<file path="src/rtl/sbox_round_sequencer.sv">
// Shares one S-box port across 8 DES lookups per word; out_valid 9 cycles after accept (10 with SBOX_REG_EN,
// registered S-box port). out_data is held while out_ready is low, and in_ready stays low until the word drains.
module sbox_round_sequencer #(
  parameter int NUM_BOX = 8,
  parameter int SIN_W   = 6,
  parameter int SOUT_W  = 4
) (
  input  logic                        clk,
  input  logic                        rst,
  input  logic                        in_valid,
  output logic                        in_ready,
  input  logic [NUM_BOX*SIN_W-1:0]    in_data,
  output logic [$clog2(NUM_BOX)-1:0]  sbox_sel,
  output logic [SIN_W-1:0]            sbox_addr,
  input  logic [SOUT_W-1:0]           sbox_data,
  output logic                        out_valid,
  input  logic                        out_ready,
  output logic [NUM_BOX*SOUT_W-1:0]   out_data,
  output logic                        busy
);

  localparam int IN_W  = NUM_BOX * SIN_W;
  localparam int OUT_W = NUM_BOX * SOUT_W;
  localparam int SEL_W = $clog2(NUM_BOX);
  localparam int CNT_W = $clog2(NUM_BOX + 1);

  localparam logic [1:0] ST_IDLE   = 2'd0;
  localparam logic [1:0] ST_LOOKUP = 2'd1;
  localparam logic [1:0] ST_DONE   = 2'd2;

  localparam logic [CNT_W-1:0] CNT_ISSUE = CNT_W'(NUM_BOX);
`ifdef SBOX_REG_EN
  // one extra drain cycle collects the last registered result
  localparam logic [CNT_W-1:0] CNT_LAST = CNT_W'(NUM_BOX);
`else
  localparam logic [CNT_W-1:0] CNT_LAST = CNT_W'(NUM_BOX - 1);
`endif

  logic [1:0]       state;
  logic [CNT_W-1:0] cnt;
  logic [IN_W-1:0]  shreg;
  logic [OUT_W-1:0] result;
  logic             in_lookup;
  logic             issue;
  logic             cap_en;
  logic [SEL_W-1:0] cap_idx;

  assign in_lookup = (state == ST_LOOKUP);
  assign issue     = in_lookup && (cnt < CNT_ISSUE);

`ifdef SBOX_REG_EN
  // the result arriving now belongs to the address issued last cycle
  assign cap_en  = in_lookup && (cnt != '0);
  assign cap_idx = SEL_W'(cnt - CNT_W'(1));
`else
  assign cap_en  = in_lookup;
  assign cap_idx = cnt[SEL_W-1:0];
`endif

  assign sbox_sel  = issue ? cnt[SEL_W-1:0] : '0;
  assign sbox_addr = issue ? shreg[IN_W-1 -: SIN_W] : '0;
  assign out_valid = (state == ST_DONE);
  assign busy      = (state != ST_IDLE);
  assign out_data  = result;

  always_ff @(posedge clk) begin
    if (rst) begin
      state    <= ST_IDLE;
      cnt      <= '0;
      shreg    <= '0;
      result   <= '0;
      in_ready <= 1'b0;
    end else begin
      case (state)
        ST_IDLE: begin
          in_ready <= 1'b1;
          if (in_valid && in_ready) begin
            shreg    <= in_data;
            result   <= '0;
            cnt      <= '0;
            in_ready <= 1'b0;
            state    <= ST_LOOKUP;
          end
        end
        ST_LOOKUP: begin
          if (cap_en) begin
            for (int i = 0; i < NUM_BOX; i++) begin
              if (cap_idx == SEL_W'(i)) begin
                result[OUT_W-1-SOUT_W*i -: SOUT_W] <= sbox_data;
              end
            end
          end
          shreg <= shreg << SIN_W;
          cnt   <= cnt + CNT_W'(1);
          if (cnt == CNT_LAST) begin
            cnt   <= '0;
            state <= ST_DONE;
          end
        end
        ST_DONE: begin
          // in_ready rises together with the return to IDLE, never in DONE itself
          if (out_ready) begin
            state    <= ST_IDLE;
            in_ready <= 1'b1;
          end
        end
        default: begin
          state    <= ST_IDLE;
          in_ready <= 1'b0;
        end
      endcase
    end
  end

endmodule

</file>
<file path="config.mk">
export PLATFORM = sky130hd
export DESIGN_NAME = sbox_round_sequencer
export DESIGN_NICKNAME = d
export VERILOG_FILES = /design/src/rtl/sbox_round_sequencer.sv
export SDC_FILE = /design/constraint.sdc
export NUM_CORES = 1
export LEC_CHECK = 0
export BUFFER_PORTS_ARGS = -buffer_cell sky130_fd_sc_hd__buf_2
export CORE_AREA = 2 2 101 122
export CTS_BUF_LIST = sky130_fd_sc_hd__clkbuf_8
export DETAILED_ROUTE_END_ITERATION = 8
export DIE_AREA = 0 0 103 124
export SYNTH_ARGS = -nofsm -noshare
export SYNTH_HDL_FRONTEND = slang
export SYNTH_SLANG_ARGS = --single-unit
</file>
<file path="constraint.sdc">
create_clock -name clk -period 3.2 [get_ports clk]
set_clock_uncertainty 0.1 [all_clocks]
set_input_delay 0.64 -clock clk [delete_from_list [all_inputs] [get_ports clk]]
set_output_delay 0.64 -clock clk [all_outputs]
set_load 0.02 [all_outputs]
</file>
# Yosys cells after proc, flatten, opt, wreduce, memory -nomap -nowiden
# Index checks and enable logic that the tools add are counted.
[totals] register_bits=87 input_bits=56 out_inout_bits=44 wordCells=77
[op_classes] addsub=1 order_cmp=1 eq_ne=21 n_mux=24 bitwise_logic=1 n_reduce_logical=17
[ops] op="case mux 48 bit (2 select lines)" count=1
[ops] op="case mux 32 bit (2 select lines)" count=1
[ops] op="2-to-1 mux 48 bit" count=1
[ops] op="2-to-1 mux 4 bit" count=10
[ops] op="2-to-1 mux 32 bit" count=1
[ops] op="AND reduction 3 bit" count=9
[ops] op="!= test 2 x 1 -> 1 bit, second input constant" count=10
[ops] op="== test 3 bit, second input constant" count=4
[ops] op="case mux 4 bit (2 select lines)" count=1
[ops] op="== test 3 x 2 -> 1 bit, second input constant" count=2
[ops] op="2-to-1 mux 2 bit" count=3
[ops] op="2-to-1 mux 6 bit" count=1
[ops] op="case mux 2 bit (3 select lines)" count=1
[ops] op="adder 4 x 1 -> 4 bit, second input constant" count=1
[ops] op="== test 4 x 3 -> 1 bit, second input constant" count=1
[ops] op="less-than comparator 4 bit, second input constant" count=1
[ops] op="AND reduction 2 bit" count=2
[ops] op="nonzero test 2 bit" count=2
[ops] op="== test 3 x 1 -> 1 bit, second input constant" count=1
[ops] op="zero test 3 bit" count=1
[ops] op="2-to-1 mux 3 bit" count=1
[ops] op="case mux 1 bit (3 select lines)" count=1
[ops] op="== test 2 x 1 -> 1 bit, second input constant" count=1
[ops] op="== test 2 bit, second input constant" count=1
[ops] op="other kinds (5)" count=7

# Longest topological paths before layout
[depth] depth_word=3 ltp_mapped=5 depth_no_buf=5

# Least setup slack after synthesis
# OpenSTA, ideal clock, no wires.
[synth_timing] path_type="reg-to-output" from="reg state[1]" to="out sbox_sel[0]" t_arrival_ns=1.200 path_slack_ns=1.260 stages_incl_launch_ff=5 path_buffers=2 cell_sequence="dfxtp_1 nand2b_1 buf_4 buf_2 nor3_1"
[synth_via] elab_chain_cells=3
[synth_lines] item="start: declaration" line="39" source="logic [1:0] state;"
[synth_lines] item="start signal: assignment" line="68" source="state <= ST_IDLE;"
[synth_lines] item="start signal: assignment" line="82" source="state <= ST_LOOKUP;"
[synth_lines] item="start signal: assignment" line="97" source="state <= ST_DONE;"
[synth_lines] item="== test 2 x 1 -> 1 bit" line="48" source="assign in_lookup = (state == ST_LOOKUP);"
[synth_lines] item="logical AND 1 bit" line="49" source="assign issue = in_lookup && (cnt < CNT_ISSUE);"
[synth_lines] item="2-to-1 mux 3 bit" line="60" source="assign sbox_sel = issue ? cnt[SEL_W-1:0] : '0;"
[synth_lines] item="end: declaration" line="13" source="output logic [$clog2(NUM_BOX)-1:0] sbox_sel,"
# No other way between the ends.

# Worst setup path in the final report
[layout_timing] from="reg state[0]" to="out sbox_sel[1]"
# The elaborated chain is that of the path after synthesis.

==> run summary <==
Chip width = 103 um
Total chip power = 2.42 mW
Syn Area/Cell = 10.1 um^2
Sequential power share = 0.496
Hold Slack = 370 ps
RSZ-0062 raised after global routing = no
Max Cap Viol = 0
Vias in the first global route = 3131
Area Growth Syn to Fin = 18.9%
DR iter-0 viols = 116
Lkg Pwr = 2.14 nW
DRT Pass-1 Iters = 4
Number of buffers added on ports = 99
Die height = 124 um
M1 WL = 4490 um
Mapped Nets = 466
#FFs+latches synth = 87
Drt wl/cell = 15.2 um
Setup repair bufs after CTS = 0
DRC viols = 0
CP Capture Type = primary output
Status = finished, final reports clean
Full die area = 12800 um^2
Core ar. = 11500 um^2
Maximum root-to-sink buffer count = 2
Arrival @ worst endpoint = 1910 ps
Fill cell count = 1192
Critical path launch point type = register
Via count = 3264
Req. time, crit path = 2460 ps
N_diodes = 0
Comb pwr share = 0.160
Synthesized instance count = 405
Synth async-reset ratio = 0
Internal power = 1.75 mW
Total number of yosys warnings = 0
Min-Delay Path Class = register to register
Max-slew violation count = 0
Crit-path max FO = 52
Period minus WS final = 2650 ps
Initial antenna violation count = 0
Sw frac = 0.277
DR top layer = met4
Clk pwr share = 0.343
Main synth FF type = dfxtp_1
Drt total wl = 9830 um
Post-synthesis sequential area ratio = 0.425
Cts repair resizes = 0
Post-synth top area cell = dfxtp_1
# setup viols final = 0
First-pass GRT wire length = 15400 um
Count leader, synth = dfxtp_1
Latest clock arrival within the worst-skew pair = 370 ps
Clk pin slew, worst setup/hold paths = 90 ps
Largest cells by area after synthesis = dfxtp_1, mux2i_1, a311oi_1
Worst vdd ir = 0.245 mV
CTS Buf Count = 9
Initial Util = 0.356
CTS tree = yes
Worst slew pin tran = 814 ps
Root Driver = clkbuf_8
Fmax = 0.377 GHz
Net count, final = 544
Pin count of the biggest net entering global routing = 85
Routed wl met3 = 477 um
TNS Setup = 0 ps
Design area = 4870 um^2
Post-detail-place hpwl = 6520 um
Routability cong. = 0.799
Total GRT Usage = 0.156
Switching power total = 0.669 mW
Rows = 43
Reg2reg path depth = 5
Routed vias/inst = 5.06
Crit path kind = register to primary output
Post-synth top cells = dfxtp_1, mux2i_1, a21oi_1
Post-Route Utilization = 0.423
WL met2 = 4750 um
Final Hold Violating Endpoints = 0
Synth Cell Area = 4100 um^2
Area share of the largest cell type after synthesis = 0.425
I/O Pins = 100
Layout cells sized above 1 = 0.279
CTS sink count = 87
Post-synth EDFFs = 0
Grt ovf = 0
Post-synth cell types = 32
Routed Antenna Nets = 0
PD cells = 496 nW/um^2
Slew HR = 0.457
Hold Path Stages = 2
Placed cell area = 4660 um^2
Period utilization = 0.830
CTS Hold Bufs = 0
# H-tree levels = 3
==> layer usage <==
layer  vias to the layer above  track usage
met2                        78        0.251
met5                         -            0
met1                      1520        0.202
li1                       1655            -
met3                        11       0.0376
met4                         0       0.0567
==> cells in the final DEF (no fill, tap or decap), types with 2 or more instances in the layout <==
cell and instances:
a21oi_1 52, a21oi_4 8, a311oi_1 42, and2_1 7, buf_2 99, buf_4 6, clkbuf_8 11, dfxtp_1 87
ha_1 5, inv_1 2, mux2i_1 74, nand2_1 11, nand2b_1 34, nand3_1 13, nand3b_1 6, nor2_1 4
nor3_1 4, o21ai_0 3
==> logic make-up (layout without fill, tap and decap cells) <==
logic type,Yosys count,count (layout),synth area share
AOI/OAI and AO/OA,109,109,0.196
xor gates and xnor gates,1,1,0.00214
adders and majority gates,5,5,0.0153
buffers and inverters,42,125,0.0522
DFF,87,87,0.425
muxes,74,74,0.181
and+or+nand+nor,87,87,0.128
==> final cells by class <==
| class | count | area [um^2] | area share |
|---|---|---|---|
| Inverter | 3 | 11.3 | 0.00231 |
| Tap cell | 157 | 196 | 0.0403 |
| Clock buffer | 11 | 151 | 0.0311 |
| Multi-Input combinational cell | 276 | 2150 | 0.441 |
| Timing Repair Buffer | 106 | 561 | 0.115 |
| Clock inverter | 5 | 63.8 | 0.0131 |
| Sequential cell | 87 | 1740 | 0.358 |
==> sequential cells by signal, summed over array words and instances (netlist names) <==
register and flops:
state 2, in_ready 1, shreg 48, cnt 4, out_data 32
==> stage by stage <==
| step | worst slack, ps | cells |
|---|---|---|
| 2_1_floorplan | 1260 | 405 |
| 3_3_place_gp | 979 | 629 |
| 3_5_place_dp | 929 | 629 |
| 4_1_cts | 515 | 645 |
| 5_1_grt | 404 | 645 |
| 6_report | 545 | 645 |
==> power by group through the flow <==
stage | sequential, mW | combinational, mW | clock (mW)
after floorplan | 1.22 | 0.294 | 0
after detailed placement | 1.22 | 0.391 | 0
final | 1.20 | 0.388 | 0.830
after global routing | 1.21 | 0.429 | 0.904
after CTS | 1.20 | 0.392 | 0.866
after global placement | 1.22 | 0.384 | 0
==> worst max-delay path: stages (launching register included) <==
cell and delay, ps:
dfxtp_1 310, buf_4 190, nand2b_2 90, buf_4 630
nor3_1 120, buf_2 200
==> worst paths after layout <==
path	slack, ps	startpoint	to
worst max register to register	1240	state[0]	shreg[43]
worst min register to register	370	shreg[3]	shreg[3]
worst max-delay path	550	state[0]	sbox_sel[1]
worst min-delay path	370	shreg[3]	shreg[3]
(Power assumes the default switching activity.)
